$ cat config.mk
export PLATFORM = sky130hd
export DESIGN_NAME = hex_ascii_streamer
export DESIGN_NICKNAME = d
export VERILOG_FILES = /design/src/rtl/hex_ascii_streamer.sv
export SDC_FILE = /design/constraint.sdc
export NUM_CORES = 1
export LEC_CHECK = 0
export CORE_ASPECT_RATIO = 1.75
export CORE_MARGIN = 5
export CORE_UTILIZATION = 45
export CTS_CLUSTER_SIZE = 12
export DETAILED_ROUTE_END_ITERATION = 7
export PLACE_DENSITY = 0.78
export SETUP_SLACK_MARGIN = 0.1
export SYNTH_ARGS = -nofsm -noshare
export SYNTH_HDL_FRONTEND = slang
export SYNTH_SLANG_ARGS = --single-unit
$ cat constraint.sdc
create_clock -name clk -period 1.6 [get_ports clk]
set_input_delay 0.32 -clock clk [delete_from_list [all_inputs] [get_ports clk]]
set_output_delay 0.32 -clock clk [all_outputs]
set_load 0.03 [all_outputs]
$ cat src/rtl/hex_ascii_streamer.sv
// Streams a DATA_WIDTH value as MSB-first hex ASCII chars.
// Optional leading-zero blanking: define HEX_ASCII_LEADING_BLANK_EN.
module hex_ascii_streamer #(
  parameter int DATA_WIDTH = 16,
  parameter int UPPERCASE  = 1
) (
  input  logic                  clk,
  input  logic                  reset,
  input  logic                  in_valid,
  output logic                  in_ready,
  input  logic [DATA_WIDTH-1:0] in_data,
  output logic                  char_valid,
  input  logic                  char_ready,
  output logic [7:0]            char_data,
  output logic                  char_last,
  output logic                  busy
);

  localparam int NUM_DIGITS = DATA_WIDTH / 4;
  localparam int CW =
    (NUM_DIGITS > 1) ? $clog2(NUM_DIGITS) : 1;
  localparam logic [CW-1:0] CNT_LOAD =
    CW'(NUM_DIGITS - 1);

  localparam logic [0:0] IDLE = 1'b0;
  localparam logic [0:0] SEND = 1'b1;

  if (DATA_WIDTH < 4 || DATA_WIDTH > 32 ||
      (DATA_WIDTH % 4) != 0) begin : g_bad_width
    $error("DATA_WIDTH must be 4..32, multiple of 4");
  end

  logic [0:0]            state;
  logic [DATA_WIDTH-1:0] sr;
  logic [CW-1:0]         cnt;
  logic [3:0]            nib;
  logic [7:0]            glyph;
  logic                  sending;
  logic                  blank;
  logic                  in_fire;
  logic                  out_fire;

  assign nib     = sr[DATA_WIDTH-1 -: 4];
  assign sending = (state == SEND) & ~reset;

  assign in_ready   = (state == IDLE) & ~reset;
  assign char_valid = sending;
  assign busy       = sending;
  assign char_last  = sending & (cnt == '0);

  assign in_fire  = in_valid & in_ready;
  assign out_fire = char_valid & char_ready;

  // Nibble to ASCII glyph, case chosen by UPPERCASE
  always_comb begin
    glyph = 8'h30;
    if (nib < 4'd10)
      glyph = 8'h30 + {4'h0, nib};
    else if (UPPERCASE != 0)
      glyph = 8'h37 + {4'h0, nib};
    else
      glyph = 8'h57 + {4'h0, nib};
  end

`ifdef HEX_ASCII_LEADING_BLANK_EN
  logic lead;

  assign blank = lead & (nib == 4'h0) & (cnt != '0);

  // Leading-zero flag: set on load, cleared by first nonzero digit
  always_ff @(posedge clk) begin
    if (reset)
      lead <= 1'b0;
    else if (in_fire)
      lead <= 1'b1;
    else if (out_fire && nib != 4'h0)
      lead <= 1'b0;
  end
`else
  assign blank = 1'b0;
`endif

  assign char_data = reset ? 8'h30 :
                     blank ? 8'h20 : glyph;

  // IDLE/SEND sequencing with shift register and digit counter
  always_ff @(posedge clk) begin
    if (reset) begin
      state <= IDLE;
      sr    <= '0;
      cnt   <= '0;
    end else if (in_fire) begin
      sr    <= in_data;
      cnt   <= CNT_LOAD;
      state <= SEND;
    end else if (out_fire) begin
      if (cnt == '0) begin
        state <= IDLE;
      end else begin
        sr  <= sr << 4;
        cnt <= cnt - CW'(1);
      end
    end
  end

endmodule

# After elaboration in Yosys (flattened, before gate mapping)
# Index checks and enable logic that the tools add are counted.
totals:
  ff_bits: 19
  inputBits: 20
  out_inout_bits: 12
op_classes:
  addsub: 3
  magnitude_cmp: 1
  n_eq_ne: 1
  mux: 11
  bitwise_logic: 7
  n_reduce_logical: 5
ops:
  columns: ["op", "n"]
  rows:
  - ["16-bit two-way mux", 3]
  - ["8-bit two-way mux", 2]
  - ["6-bit by 4-bit adder with 7-bit output, first input constant", 2]
  - ["2-bit two-way mux", 3]
  - ["1-bit AND", 5]
  - ["4-bit less-than comparator, second input constant", 1]
  - ["2-bit AND reduction", 2]
  - ["2-bit nonzero test", 2]
  - ["1-bit two-way mux", 3]
  - ["2-bit logical NOT", 1]
  - ["2-bit inequality test, second input constant", 1]
  - ["1-bit inverter", 2]
  - ["2-bit by 1-bit subtractor with 2-bit output, second input constant", 1]

# Depth between registers and ports, before layout
# Gate-level depths: netlist of the first run.
logic_depth:
  word_depth: 5
  depth_mapped: 7
  ltp_nobuf: 5

# Least setup slack after synthesis of the first run
# No wires, ideal clock.
synth_timing:
  path_kind: "reg2out"
  start: "register sr[13]"
  end: "output port char_data[1]"
  arrival_time_ns: 1.493
  t_required_ns: 1.280
  setup_slack_ns: -0.213
  path_stages_with_launch: 4
  path_buffers: 0
  path_cell_list: "dfxtp_1 inv_1 ha_1 a211oi_1"
synth_via:
  elab_chain_len: 3
  elab_cells_between_ends: 5
  classes_between: "add/sub: 2; order compare: 1; mux: 2"
synth_lines:
  columns: ["item", "line_no", "rtl"]
  rows:
  - ["from (decl)", "34", "logic [DATA_WIDTH-1:0] sr;"]
  - ["from (signal assigned)", "93", "sr <= in_data;"]
  - ["from (signal assigned)", "100", "sr <= sr << 4;"]
  - ["6-bit by 4-bit adder with 7-bit output, or another cell as far along", "60", "glyph = 8'h37 + {4'h0, nib};"]
  - ["8-bit two-way mux (*)", "57", "if (nib < 4'd10)"]
  - ["8-bit two-way mux (*)", "83", "assign char_data = reset ? 8'h30 :"]
  - ["to (decl)", "14", "output logic [7:0] char_data,"]
# Every way passes the cells marked *; elsewhere a longest branch is shown, timed or not.

# Worst setup path after layout of the first run
layout_timing:
  start: "register sr[12]"
  end: "output port char_data[6]"
# Same word-level chain as after synthesis.

==> results of run 1 <==
## per-layer routing
metal	global-route usage [%]	part of all wire, %	up-vias
li1	-	-	514
met1	19.7	35	498
met2	33.1	59	30
met3	2.22	3.9	8
met4	6.65	2.6	0
met5	0	0	-
## registers in the layout, summed over array words and instances, names as in the netlist
name   count
cnt        2
sr        16
state      1
## final cells by class
| cell class | count | area, µm² |
|---|---|---|
| multi-input combinational | 92 | 646 |
| fill | 157 | 576 |
| timing repair buffer | 51 | 537 |
| sequential | 19 | 393 |
| clock buffer | 4 | 45.0 |
| tap | 25 | 31.3 |
| inverter | 4 | 17.5 |
## stage by stage
step	TNS [ns]	setup WS, ns	std cells
after floorplan	-0.0453	-0.0453	127
after global placement	-2.36	-0.694	183
after detailed placement	-2.48	-0.695	183
after CTS	-0.278	-0.114	190
after global routing	-0.527	-0.150	195
final	-0.345	-0.121	195
## power by group through the flow
| stage | logic [W] | clock network (W) | registers [W] |
|---|---|---|---|
| 2_1_floorplan | 0.000214 | 0 | 0.000552 |
| 5_1_grt | 0.000478 | 0.000347 | 0.000557 |
| 3_5_place_dp | 0.000357 | 0 | 0.000554 |
| 4_1_cts | 0.000405 | 0.000333 | 0.000549 |
| 6_report | 0.000441 | 0.000328 | 0.000553 |
| 3_3_place_gp | 0.000343 | 0 | 0.000550 |
## how the worst max path moves through the flow
stage	startpoint	endpoint
2_1_floorplan	reset	char_data[4]
3_3_place_gp	reset	char_data[4]
3_5_place_dp	reset	char_data[4]
4_1_cts	sr[12]	char_data[2]
5_1_grt	sr[12]	char_data[2]
6_report	sr[12]	char_data[6]
## timing repair
action / 4_1_cts / 5_1_grt
pin swaps: 6 / 5
cloned: 0 / 1
endpoints found under the setup margin: 12 / 14
resized for setup: 43 / 11
setup buffers: 3 / 4
## kinds of logic (layout without fill, tap and decap cells)
logic type                 Yosys count  after routing  synth area share (%)
and+or+nand+nor                     52             52                  22.6
xor gates and xnor gates             1              1                 0.856
DFF                                 19             19                  37.2
adders and majority gates            2              2                  2.44
buffers and inverters               16             59                  8.92
other                                1              1                 0.366
AOI/OAI and AO/OA                   36             36                  27.6
## placed cells by master (no fill, tap or decap), types with 2 or more instances in the layout
cell type,count
sky130_fd_sc_hd__buf_4,17
sky130_fd_sc_hd__a211oi_1,5
sky130_fd_sc_hd__clkbuf_8,3
sky130_fd_sc_hd__nand2_1,19
sky130_fd_sc_hd__a211oi_2,10
sky130_fd_sc_hd__buf_6,10
sky130_fd_sc_hd__inv_1,2
sky130_fd_sc_hd__dfxtp_4,2
sky130_fd_sc_hd__nand3_1,4
sky130_fd_sc_hd__dfxtp_2,4
sky130_fd_sc_hd__a21oi_2,6
sky130_fd_sc_hd__dfxtp_1,13
sky130_fd_sc_hd__clkdlybuf4s50_1,18
sky130_fd_sc_hd__buf_12,4
sky130_fd_sc_hd__a21oi_1,12
sky130_fd_sc_hd__nor3_1,2
sky130_fd_sc_hd__nor2_1,15
==> metrics.md, run 1 <==
| Metric | Value |
|---|---|
| Async set-reset flop share out of synthesis | `0%` |
| Worst skew pair latency | `0.25 ns` |
| Height of the die | `73.1 µm` |
| Prevailing post-synth register cell | `sky130_fd_sc_hd__dfxtp_1` |
| Leading cell types by total area after synthesis | `sky130_fd_sc_hd__dfxtp_1 37%, sky130_fd_sc_hd__a211oi_2 9.8%, sky130_fd_sc_hd__nand2_1 7.0%` |
| Failing checks | `setup timing` |
| Worst Min Path Start | `cnt[0]` |
| Sink count of the clock tree | `19` |
| CTS tree | `done` |
| Logic depth of the worst register-to-register path | `6` |
| Crit path max fanout | `2` |
| Yosys cell types | `26` |
| Max Freq | `0.581 GHz` |
| Switching power summed over all nets | `0.000400 W` |
| PwrDens | `793 nW/µm²` |
| Final estimated routing congestion in global placement | `0.794` |
| EDFF count, synth | `0` |
| DRT antenna net count | `0` |
| Instance count on the critical path | `7` |
| Switching power as a share of total power | `30.2%` |
| Detailed-route DRC error count | `0` |
| Leak Pwr | `0.652 nW` |
| Run status | `finished with violations` |
| Routed wire length | `3.05 mm` |
| Largest area contributor in the synthesized netlist | `sky130_fd_sc_hd__dfxtp_1` |
| Worst R2R Start | `cnt[0]` |
| Full die area | `3370 µm²` |
| Detail-routed net length per standard cell | `15.6 µm` |
| Number of buffers added to fix hold violations after cts | `0` |
| Final non-filler cell area | `1670 µm²` |
| Synth Cell Area | `1020 µm²` |
| Combinational power share | `33.4%` |
| Vias per Instance | `5.38` |
| Setup CP Type | `reg2out` |
| Net count after synthesis | `149` |
| Wire length of the first global-routing pass | `4.53 mm` |
| Total Nets Final | `193` |
| Area share of the largest cell type after synthesis | `37.2%` |
| Synthesis-to-layout area growth | `63.1%` |
| Longest Clk Path Bufs | `2` |
| Master of the slowest instance on the critical path | `sky130_fd_sc_hd__dfxtp_2` |
| TritonCTS Buffers | `3` |
| Critical register-to-register path endpoint | `sr[5]` |
| Part of the power in registers | `41.8%` |
| Yosys reg bits | `19` |
| Smallest hold slack | `0.440 ns` |
| Count of final setup violators | `4` |
| Layout cells sized above 1 | `42.9%` |
| Hold EP | `cnt[0]` |
| Clock slew at the register clock pins of the worst setup and hold paths | `0.07 ns` |
| Critical path's top delay family | `buffers and inverters` |
| FF-to-FF setup slack | `0.21 ns` |
| Count of buffer and inverter cells on the critical path | `4` |
| Mean instance size in the synthesized netlist | `8.06 µm²` |
| Initial antenna violation count | `0` |
| Post-detail-place hpwl | `1.94 mm` |
| Instance area after placement | `1420 µm²` |
| Count of pins on the block boundary | `32` |
| Ratio of final minimum period to clock period | `108%` |
| Clock network power share | `24.8%` |
| Yosys Warn Count | `0` |
| Hold Crit Class | `reg2reg` |
| WHS Path Cells | `1` |
| Internal power contribution | `0.000923 W` |
| Cell occurring most often along the worst timing path | `sky130_fd_sc_hd__buf_6` |
| Clk Tree Root Cell | `sky130_fd_sc_hd__clkbuf_8` |
| Crit path largest cell delay | `0.37 ns` |
| Final critical-path required period | `1.72 ns` |
| Remaining Overflow, GRT | `0` |
| Worst path arrival time | `1.40 ns` |
| Initial drt markers | `18` |
| Total number of H-tree levels | `1` |
| Core Rows | `23` |
| All-Layer GR Usage | `18.0%` |
| Required time worst endpoint | `1.28 ns` |
| Chip Width | `46.1 µm` |
| Fin util | `74.4%` |
| Unrepaired setup endpoints after global routing | `true` |
| Number of antenna diodes | `0` |
| Gate count after technology mapping | `127` |
| Max-slew violation count | `0` |
| Total number of vias | `1,050` |
| Maximum number of pins on one net before global-route repair | `25` |
| Final hold violation count | `0` |
| Vias in the first global route | `984` |
| VDD IR-drop max | `0.788 mV` |
| Series of cell instances along the critical path | `inv_4, ha_4, nor2b_4, buf_6, buf_4, nor2_4, buf_6` |
| Kind of start point of the critical path | `flop` |
| Most numerous cell types in the synthesized netlist | `19 x sky130_fd_sc_hd__dfxtp_1, 19 x sky130_fd_sc_hd__nand2_1, 16 x sky130_fd_sc_hd__nor2_1, 13 x sky130_fd_sc_hd__a21oi_1, 8 x sky130_fd_sc_hd__a211oi_2` |
| Count of input and output buffers | `30` |
| Endpoint type of the worst setup path | `primary output` |
| Total power after layout | `0.00132 W` |
| Reported max-cap violation count | `0` |
| Core box area | `2240 µm²` |
| Post-route worst setup slack | `-0.121 ns` |
| Worst-case clock skew | `0.000525 ns` |
| 1st-pass router iterations | `4` |
| Starting Density | `45.6%` |
| Sequential area share after synthesis | `37.2%` |
Power figures use the tool's default switching activity.
==> run 2: changes to the inputs <==
Settings changed: CTS_CLUSTER_SIZE 12 to 8.
==> results of run 2 <==
Same layout as run 1: the final DEF is identical, and so are final timing and power.
